`config.mk`:
```
export PLATFORM = sky130hd
export DESIGN_NAME = hdmi_channel_sequencer
export DESIGN_NICKNAME = d
export VERILOG_FILES = /design/src/rtl/hdmi_channel_sequencer.sv
export SDC_FILE = /design/constraint.sdc
export NUM_CORES = 1
export LEC_CHECK = 0
export BUFFER_PORTS_ARGS = -buffer_cell sky130_fd_sc_hd__buf_2
export CAP_MARGIN = 0
export CELL_PAD_IN_SITES_DETAIL_PLACEMENT = 0
export CELL_PAD_IN_SITES_GLOBAL_PLACEMENT = 1
export CORE_AREA = 10 10 65 121
export CTS_CLUSTER_DIAMETER = 120
export DETAILED_ROUTE_END_ITERATION = 8
export DIE_AREA = 0 0 75 131
export PLACE_DENSITY_LB_ADDON = 0.1
export SYNTH_ARGS = -nofsm -noshare
export SYNTH_HDL_FRONTEND = slang
export SYNTH_SLANG_ARGS = --single-unit
```
`constraint.sdc`:
```
create_clock -name clk -period 3.3 [get_ports clk]
set_clock_uncertainty 0.05 [all_clocks]
set_input_delay 0.165 -clock clk [delete_from_list [all_inputs] [get_ports clk]]
set_output_delay 0.165 -clock clk [all_outputs]
set_load 0.005 [all_outputs]
```
`src/rtl/hdmi_channel_sequencer.sv`:
```
// ============================================================================
// hdmi_channel_sequencer: debounced next/prev buttons plus optional auto-cycle
// select one of four channels, committed only at frame boundaries.
// Revision: 1.0
// ============================================================================
`default_nettype none

module hdmi_channel_sequencer #(
    parameter int DEBOUNCE_CYCLES = 500000,
    parameter int DWELL_FRAMES    = 120
) (
    input  logic       clk,
    input  logic       rst,
    input  logic       btn_next,
    input  logic       btn_prev,
    input  logic       auto_en,
    input  logic       frame_start,
    output logic [1:0] channel_select,
    output logic       channel_changed,
    output logic       pending
);

    localparam logic [19:0] c_DB_LAST    = 20'(DEBOUNCE_CYCLES - 1);
    localparam logic [7:0]  c_DWELL_LAST = 8'(DWELL_FRAMES - 1);

    localparam logic [0:0] S_IDLE    = 1'b0;
    localparam logic [0:0] S_PENDING = 1'b1;

    logic [1:0] w_raw;
    logic [1:0] w_evt;

    assign w_raw = {btn_prev, btn_next};

    // Bit 0 = next, bit 1 = prev: synchroniser, debouncer and rising-edge detect.
    for (genvar gi = 0; gi < 2; gi++) begin : g_btn
        logic        sync0_q;
        logic        sync1_q;
        logic        lvl_q;
        logic        lvl_prev_q;
        logic [19:0] cnt_q;

        always_ff @(posedge clk) begin
            if (rst) begin
                sync0_q    <= 1'b0;
                sync1_q    <= 1'b0;
                lvl_q      <= 1'b0;
                lvl_prev_q <= 1'b0;
                cnt_q      <= 20'd0;
            end else begin
                sync0_q    <= w_raw[gi];
                sync1_q    <= sync0_q;
                lvl_prev_q <= lvl_q;
                if (sync1_q != lvl_q) begin
                    if (cnt_q == c_DB_LAST) begin
                        lvl_q <= sync1_q;
                        cnt_q <= 20'd0;
                    end else begin
                        cnt_q <= cnt_q + 20'd1;
                    end
                end else begin
                    cnt_q <= 20'd0;
                end
            end
        end

        assign w_evt[gi] = lvl_q & ~lvl_prev_q;
    end

    logic       w_next_only;
    logic       w_prev_only;
    logic       w_any_press;

    assign w_next_only = w_evt[0] & ~w_evt[1];
    assign w_prev_only = w_evt[1] & ~w_evt[0];
    assign w_any_press = |w_evt;

    logic [0:0] state_q,   state_d;
    logic [1:0] target_q,  target_d;
    logic [1:0] chan_q,    chan_d;
    logic       changed_q, changed_d;
    logic [7:0] dwell_q,   dwell_d;

    always_comb begin
        state_d   = state_q;
        target_d  = target_q;
        chan_d    = chan_q;
        changed_d = 1'b0;
        dwell_d   = dwell_q;

        // A press always wins the cycle, so a coincident frame boundary is skipped.
        if (w_next_only || w_prev_only) begin
            target_d = target_q + (w_next_only ? 2'd1 : 2'd3);
            state_d  = S_PENDING;
        end else if (state_q == S_PENDING && frame_start) begin
            chan_d    = target_q;
            changed_d = (target_q != chan_q);
            state_d   = S_IDLE;
        end else if (state_q == S_IDLE && auto_en && frame_start && !w_any_press) begin
            if (dwell_q == c_DWELL_LAST) begin
                chan_d    = chan_q + 2'd1;
                target_d  = chan_q + 2'd1;
                changed_d = 1'b1;
                dwell_d   = 8'd0;
            end else begin
                dwell_d = dwell_q + 8'd1;
            end
        end

        if (w_any_press || !auto_en) begin
            dwell_d = 8'd0;
        end
    end

    always_ff @(posedge clk) begin
        if (rst) begin
            state_q   <= S_IDLE;
            target_q  <= 2'd0;
            chan_q    <= 2'd0;
            changed_q <= 1'b0;
            dwell_q   <= 8'd0;
        end else begin
            state_q   <= state_d;
            target_q  <= target_d;
            chan_q    <= chan_d;
            changed_q <= changed_d;
            dwell_q   <= dwell_d;
        end
    end

    assign channel_select  = chan_q;
    assign channel_changed = changed_q;
    assign pending         = (state_q == S_PENDING);

endmodule

`default_nettype wire

```
Word level (Yosys, flattened, before mapping). Cells that the tools add are included.

Multiplexer cells: 12. Add/subtract/negate cells: 5. Bitwise logic cells: 13. Eq/ne operators: 7. Reductions and logical operators: 23.

Operator list (number): $add A20 B1 Y20 const B (2); $eq A20 B19 Y1 const B (2); $mux W2 (6); $reduce_bool A2 Y1 (5); $not A1 Y1 (9); $reduce_and A3 Y1 (3); $add A8 B1 Y8 const B (1); $eq A8 B7 Y1 const B (1); $mux W8 (1); $reduce_or A2 Y1 (3); $reduce_or A3 Y1 (2); $mux W1 (5); $and A1 B1 Y1 (4); $logic_and A1 B1 Y1 (4); $reduce_and A2 Y1 (2); $add A2 B1 Y2 const B (1); $add A2 B2 Y2 (1); $logic_not A1 Y1 (2); $logic_or A1 B1 Y1 (2); $ne A1 B1 Y1 (2); $ne A2 B2 Y1 (1); $ne A2 B2 Y1 const B (1).

Output and inout bits: 4. Register bits after elaboration: 62. Input port bits: 6.

Depth between registers and ports, before layout. Gate-level depths: netlist of run 1.

Depth after elaboration: 8. Depth in mapped cells: 7. Depth with buffers taken out: 7.

Worst setup path after synthesis of run 1. OpenSTA, ideal clock, no wires.

Kind: flip-flop to flip-flop. Start: reg g_btn[1].cnt_q[0]. End: reg g_btn[1].cnt_q[18]. Arrival time: 1.801 ns. Cell stages (with the launch flop): 6. Period minus slack after synthesis: 1.920 ns. Path slack: 1.380 ns. Data required time: 3.180 ns. Cell sequence: dfxtp_1 ha_1 nand4_1 or4_1 or3_1 a21oi_1.

Word-level cells in the longest chain between the ends: 2. Elaborated cells between the ends (all ways): 3.

Ends and longest elaborated chain: start: declaration (RTL line 40) `logic [19:0] cnt_q;`; start signal: assignment (RTL line 58) `cnt_q <= cnt_q + 20'd1;`; branches (longest 2 deep; another with $add A20 B1 Y20).

Several ways; the timed one is not identified. A chain may end at the register's enable or synchronous reset.

Worst setup path in the final report of run 1.
Start: reg g_btn[0].cnt_q[0]. End: reg g_btn[0].cnt_q[10].

Word-level cells in the longest chain between the ends: 2. Elaborated cells between the ends (all ways): 3.

Ends and longest elaborated chain (RTL line): start: declaration (40); start signal: assignment (58); branches (longest 2 deep; another with $add A20 B1 Y20).

Several ways; the timed one is not identified.

==> results.py, run 1 <==
metrics = {
    "sta": {
        "period_share_pct": 66.86,
        "worst_pin_slew_ns": 0.7258,
        "worst_slack_ns": 1.094,
        "tns_ns": 0,
        "rsz0062_at_grt": "false",
        "fmax_ghz": 0.4532,
        "setup_viol": 0,
        "fin_crit_ns": 2.206,
        "slew_headroom_pct": 51.58,
        "report.final.slew_viol_count": 0,
        "hold_ws_ns": 0.1202,
        "finalHoldViolations": 0,
    },
    "synthesis": {
        "synth_nets": 340,
        "synth_xor_area_share_pct": 10.64,
        "yosysTopAreaCellShare_pct": 43.07,
        "synth_top_family_by_area": "simple AND/OR/NAND/NOR gates",
        "yosys-top-cells-count": "62 x dfxtp_1, 42 x nor2_1, 24 x xnor2_1",
        "yosysWarnings": 0,
        "netlist_area_um2": 2882,
        "postSynthAreaPerCell_um2": 8.758,
        "synth_adder_area_share_pct": 2.171,
        "ys_seq_area_share_pct": 43.07,
        "synth_seq_cells": 62,
        "muxShareOfSynthArea_pct": 0.7382,
        "ys_top_cells_by_area": "dfxtp_1 43%, xnor2_1 7.3%, nor2_1 5.5%",
        "yosys.area_share.simple_pct": 28.18,
        "synth_edf_count": 0,
        "synth_ff_type": "dfxtp_1",
        "yosys.area.top_type": "dfxtp_1",
        "async_flop_share_pct": 0,
        "yosys.cell_types.count": 45,
        "synth_compound_area_share_pct": 11.94,
        "synth.most_common_cell": "dfxtp_1",
        "synth_cells": 329,
    },
    "cts": {
        "tritoncts": "built",
        "cts-buffers-inserted": 9,
        "clock-sinks": 62,
        "worst_skew_pair.late_latency_ns": 0.32,
        "htreeDepth": 3,
        "cts-root-buf": "clkbuf_16",
        "clk_pin_slew_ns": 0.05,
        "post_cts_resized": 0,
        "cts_buffer_depth": 2,
    },
    "power_and_ir_drop": {
        "ir_worst_vdd_v": 0.0004652,
        "power.leakage_nw": 1.051,
        "cellPowerDensity_nw_per_um2": 539.5,
    },
    "grt": {
        "grt_overflow": 0,
        "grt_usage_pct": 13.47,
        "grt_pass1_wl_um": 10290,
        "grt_max_degree": 21,
        "antenna_found_initial": 0,
        "grt_pass1_vias": 2257,
    },
    "die": {
        "rows": 40,
        "start_util_pct": 48.38,
        "dieArea_um2": 9825,
        "core-area_um2": 5956,
        "io_pins": 10,
        "die_h_um": 131,
        "die_w_um": 75,
    },
    "layout": {
        "nets": 353,
        "drive_above_1_share_pct": 8.382,
        "utilization_pct": 55.53,
        "area_growth_pct": 14.76,
        "postLayoutCellArea_um2": 3307,
        "n_antenna_cell": 0,
    },
    "placed_design": {
        "dp_slack_ns": 1.047,
        "hpwl_um": 4309,
        "io_buffer_count": 9,
        "placed_cell_area_um2": 2964,
        "gp_congestion": 0.7623,
    },
    "critical_path": {
        "startpoint_type": "flop",
        "timing.rr.start": "g_btn[0].cnt_q[0]",
        "regToRegEndpoint": "g_btn[0].cnt_q[10]",
        "worstPathRequired_ns": 3.43,
        "path_class": "flop to flop",
        "critPathCaptureType": "flop",
        "reg2reg_slack_ns": 1.09,
        "crit_arrival_ns": 2.34,
        "cp_max_fo": 18,
        "rr_worst_depth": 5,
    },
    "min_path": {
        "hp-class": "input pin to flop",
        "hold_end": "dwell_q[2]",
        "hp-start": "auto_en",
        "whs_path_depth": 3,
    },
    "drt": {
        "viasPerCell": 5.731,
        "firstDrtPassIters": 4,
        "initialDrtViolationCount": 94,
        "antenna_left": 0,
        "drt_wl_total_um": 5896,
        "remaining_drc_errors": 0,
        "vias": 2344,
        "wl_per_cell_um": 14.42,
    },
    "outcome": {
        "outcome": "completed",
    },
    "flow_run": {
        "maxCapViolCount": 0,
    },
}
## worst max-delay path: stages, from the launching register on
cell      delay (ns)
dfxtp_1         0.37
ha_1            0.23
nand4_1         0.22
or3_1           0.47
o21bai_2        0.62
nor2_1          0.11
## report_power, final
group	internal (W)	total (W)	switching (W)
logic	0.00000951	0.0000247	0.0000152
clock network	0.000694	0.00100	0.000310
registers	0.000753	0.000756	0.00000227
## state kept, by name, summed over array words and instances, names as in the netlist
signal,cells
g_btn.cnt_q,40
channel_changed,1
channel_select,2
target_q,2
pending,1
g_btn.sync1_q,2
g_btn.lvl_q,2
g_btn.lvl_prev_q,2
dwell_q,8
g_btn.sync0_q,2
## kinds of logic (layout without fill, tap and decap cells)
group	after synthesis	in the layout
AND/OR/NAND/NOR	147	147
flip-flops	62	62
AO/OA/AOI/OAI	56	56
XOR/XNOR	35	35
buffers and inverters	22	39
adder cells (fa/ha/maj)	5	5
multiplexers	2	2
## final cells by class
cell class	instances	area, µm²
inverters	12	45.04
well taps	63	78.83
flip-flops and latches	62	1241
fillers	575	2649
clock inverters	4	70.07
clock buffers	11	252.7
multi-input cells	245	1546
repair buffers	12	72.57
## stage by stage
stage,power (W),instances
6_report,0.001784,409
3_5_place_dp,0.0007944,392
2_1_floorplan,0.0007868,329
3_3_place_gp,0.0007944,392
5_1_grt,0.001842,409
4_1_cts,0.001811,409
## cell usage in the layout (no fill, tap or decap), types with 5 or more instances in the layout
cell type / netlist / layout
clkbuf_16: 0 / 9
nor2b_1: 6 / 6
nand2_1: 14 / 14
o31ai_1: 7 / 7
nand3b_1: 5 / 5
buf_2: 0 / 9
nor3_1: 8 / 8
nand4_1: 7 / 7
dfxtp_1: 62 / 62
or4_1: 12 / 12
or3_1: 9 / 9
nor2_1: 42 / 42
nor4_1: 9 / 9
nand3_1: 15 / 15
o21ai_1: 5 / 5
inv_1: 11 / 11
o21ai_0: 7 / 7
a21oi_1: 23 / 23
xor2_1: 11 / 11
xnor2_1: 24 / 24
ha_1: 5 / 5
## worst max path at each step
| stage | start | endpoint | depth (start not counted) |
|---|---|---|---|
| 5_1_grt | g_btn[0].cnt_q[0] | g_btn[0].cnt_q[3] | 5 |
| 3_5_place_dp | g_btn[0].cnt_q[0] | g_btn[0].cnt_q[8] | 5 |
| 2_1_floorplan | g_btn[1].cnt_q[0] | g_btn[1].cnt_q[18] | 5 |
| 3_3_place_gp | g_btn[0].cnt_q[0] | g_btn[0].cnt_q[11] | 5 |
| 6_report | g_btn[0].cnt_q[0] | g_btn[0].cnt_q[10] | 5 |
| 4_1_cts | g_btn[0].cnt_q[0] | g_btn[0].cnt_q[8] | 5 |
## routing by layer
metal | vias to the layer above | global-route usage (%) | wire [µm] | share of wire (%)
li1 | 1211 | - | - | -
met1 | 1099 | 13.03 | 2337 | 40
met2 | 18 | 24.31 | 3215 | 55
met3 | 16 | 4.230 | 157 | 2.7
met4 | 0 | 6.951 | 186 | 3.2
met5 | - | 0 | 0 | 0
## timing repair
item,4_1_cts,5_1_grt
hold buffers,2,0
setup buffers,0,0
endpoints found under the hold margin,2,0
(Power assumes the default switching activity.)
==> run 2, diff against run 1 <==
- CORE_AREA: 10 10 65 121 -> 10 10 70 131
- DIE_AREA: 0 0 75 131 -> 0 0 80 141
- clock period: 3.3 -> 1.85 ns (I/O delays scaled with it)
==> run 2 against run 1 <==
Net effect:
- setup slack worse by 1.2 ns
- final area up 15%
- worst hold slack worse by 0.063 ns
- the flow now finishes with violations (setup timing)
- sequential share of layout area down 4.7 points
- largest power group unchanged
- critical endpoint is now g_btn[1].cnt_q[9]
- power up 67%
- flip-flop and latch count unchanged
- count of clock-buffer cells in the layout up 2
==> results.py, run 2 (synthesis gave the netlist of run 1 again) <==
metrics = {
    "outcome": {
        "outcome": "complete, but fails checks",
        "violations": "setup timing",
    },
    "placed_design": {
        "hpwl_um": 4348,
        "placed_cell_area_um2": 3322,
        "gp_congestion": 0.7464,
        "dp_slack_ns": -0.1982,
        "io_buffer_count": 9,
    },
    "grt": {
        "grt_pass1_vias": 2407,
        "grt_usage_pct": 11.77,
        "grt_max_degree": 20,
        "antenna_found_initial": 0,
        "grt_overflow": 0,
        "grt_pass1_wl_um": 10770,
    },
    "critical_path": {
        "timing.rr.start": "g_btn[1].cnt_q[10]",
        "reg2reg_slack_ns": -0.15,
        "critPathCaptureType": "flop",
        "cp_max_fo": 7,
        "regToRegEndpoint": "g_btn[1].cnt_q[9]",
        "crit_arrival_ns": 2.18,
        "rr_worst_depth": 5,
        "startpoint_type": "flop",
        "worstPathRequired_ns": 2.02,
        "path_class": "flop to flop",
    },
    "sta": {
        "rsz0062_at_grt": "true",
        "tns_ns": -2.749,
        "report.final.slew_viol_count": 0,
        "finalHoldViolations": 0,
        "worst_slack_ns": -0.1525,
        "period_share_pct": 108.2,
        "setup_viol": 20,
        "slew_headroom_pct": 74.96,
        "fin_crit_ns": 2.003,
        "fmax_ghz": 0.4994,
        "worst_pin_slew_ns": 0.3704,
    },
    "layout": {
        "postLayoutCellArea_um2": 3799,
        "n_antenna_cell": 0,
        "reg_top3": "g_btn.cnt_q: 40 flops, dwell_q: 8 flops",
        "largest_register": "g_btn.cnt_q",
        "drive_above_1_share_pct": 26.28,
        "nets": 398,
        "area_growth_pct": 31.83,
        "mostFrequentLayoutCells": "56 x dfxtp_1, 42 x buf_4, 35 x nor2_1",
        "utilization_pct": 53.08,
        "largest_reg_flops": 40,
        "final_common_cell": "dfxtp_1",
    },
    "drt": {
        "firstDrtPassIters": 4,
        "drt_wl_total_um": 6196,
        "vias": 2490,
        "antenna_left": 0,
        "initialDrtViolationCount": 109,
        "viasPerCell": 5.145,
        "remaining_drc_errors": 0,
        "wl_per_cell_um": 12.80,
    },
    "min_path": {
        "hp-start": "frame_start",
        "hp-class": "input pin to flop",
        "whs_path_depth": 4,
        "hold_end": "pending",
    },
    "flow_run": {
        "maxCapViolCount": 0,
    },
    "cts": {
        "tritoncts": "built",
        "cts_buffer_depth": 2,
        "htreeDepth": 3,
        "cts-buffers-inserted": 9,
        "cts-root-buf": "clkbuf_16",
        "worst_skew_pair.late_latency_ns": 0.33,
        "clk_pin_slew_ns": 0.05,
        "clock-sinks": 62,
    },
    "die": {
        "die_h_um": 141,
        "core-area_um2": 7157,
        "dieArea_um2": 11280,
        "start_util_pct": 40.26,
        "die_w_um": 80,
        "rows": 44,
        "io_pins": 10,
    },
    "power_and_ir_drop": {
        "cellPowerDensity_nw_per_um2": 783.0,
        "ir_worst_vdd_v": 0.0005660,
        "power.leakage_nw": 1.282,
    },
}
run 2: cell types whose count changed in the layout (fill, tap and decap cells not counted), sizes merged:
cell / previous run / this run
bufinv: 2 / 0
clkbuf: 11 / 13
clkinvlp: 0 / 1
buf: 10 / 55
run 2: where the power goes:
part	leakage, nW	switching, W	internal, W
clock network	0.142	0.000559	0.00101
logic	0.637	0.0000314	0.0000270
registers	0.503	0.00000377	0.00134
run 2: cell type report:
class | count | area [µm²]
clock inverters | 3 | 17.52
clock buffers | 13 | 270.3
fillers | 681 | 3358
repair buffers | 57 | 434.2
multi-input cells | 245 | 1668
inverters | 12 | 45.04
well taps | 92 | 115.1
flip-flops and latches | 62 | 1249
run 2: worst max path at each step:
stage / from / endpoint / slack, ns
2_1_floorplan: g_btn[1].cnt_q[7] / g_btn[1].cnt_q[17] / -0.07
3_3_place_gp: g_btn[1].cnt_q[7] / g_btn[1].cnt_q[4] / -0.17
3_5_place_dp: g_btn[1].cnt_q[7] / g_btn[1].cnt_q[4] / -0.20
4_1_cts: g_btn[1].cnt_q[10] / g_btn[1].cnt_q[15] / -0.16
5_1_grt: g_btn[1].cnt_q[10] / g_btn[1].cnt_q[17] / -0.19
6_report: g_btn[1].cnt_q[10] / g_btn[1].cnt_q[9] / -0.15
run 2: metrics by stage:
stage | hold WS, ns | total power (W) | cells
final | 0.05695 | 0.002974 | 484
after global routing | 0.08109 | 0.003091 | 484
after CTS | 0.04570 | 0.003021 | 480
after detailed placement | 0.2571 | 0.001425 | 461
after global placement | 0.2537 | 0.001424 | 461
after floorplan | 0.1707 | 0.001404 | 329
run 2: layer usage:
metal | routed length [µm] | global-route usage, % | up-vias
met5 | 0 | 0 | -
met4 | 136 | 7.556 | 0
met3 | 184 | 3.439 | 8
met2 | 2785 | 16.57 | 24
met1 | 3090 | 15.04 | 1159
li1 | - | - | 1299
run 2: worst max-delay path, stage by stage, from the launching register on:
cell     delay, ns
dfxtp_2       0.31
or4b_4        0.53
or4_4         0.57
o21ai_4       0.21
buf_6         0.18
nor2_1        0.05
run 2: what timing repair did:
action	in CTS	in global routing
gates cloned	1	0
pin swaps	4	9
endpoints found under the setup margin	20	46
endpoints found under the hold margin	2	0
hold buffers	2	0
resized for setup	11	24
buffers inserted	0	4
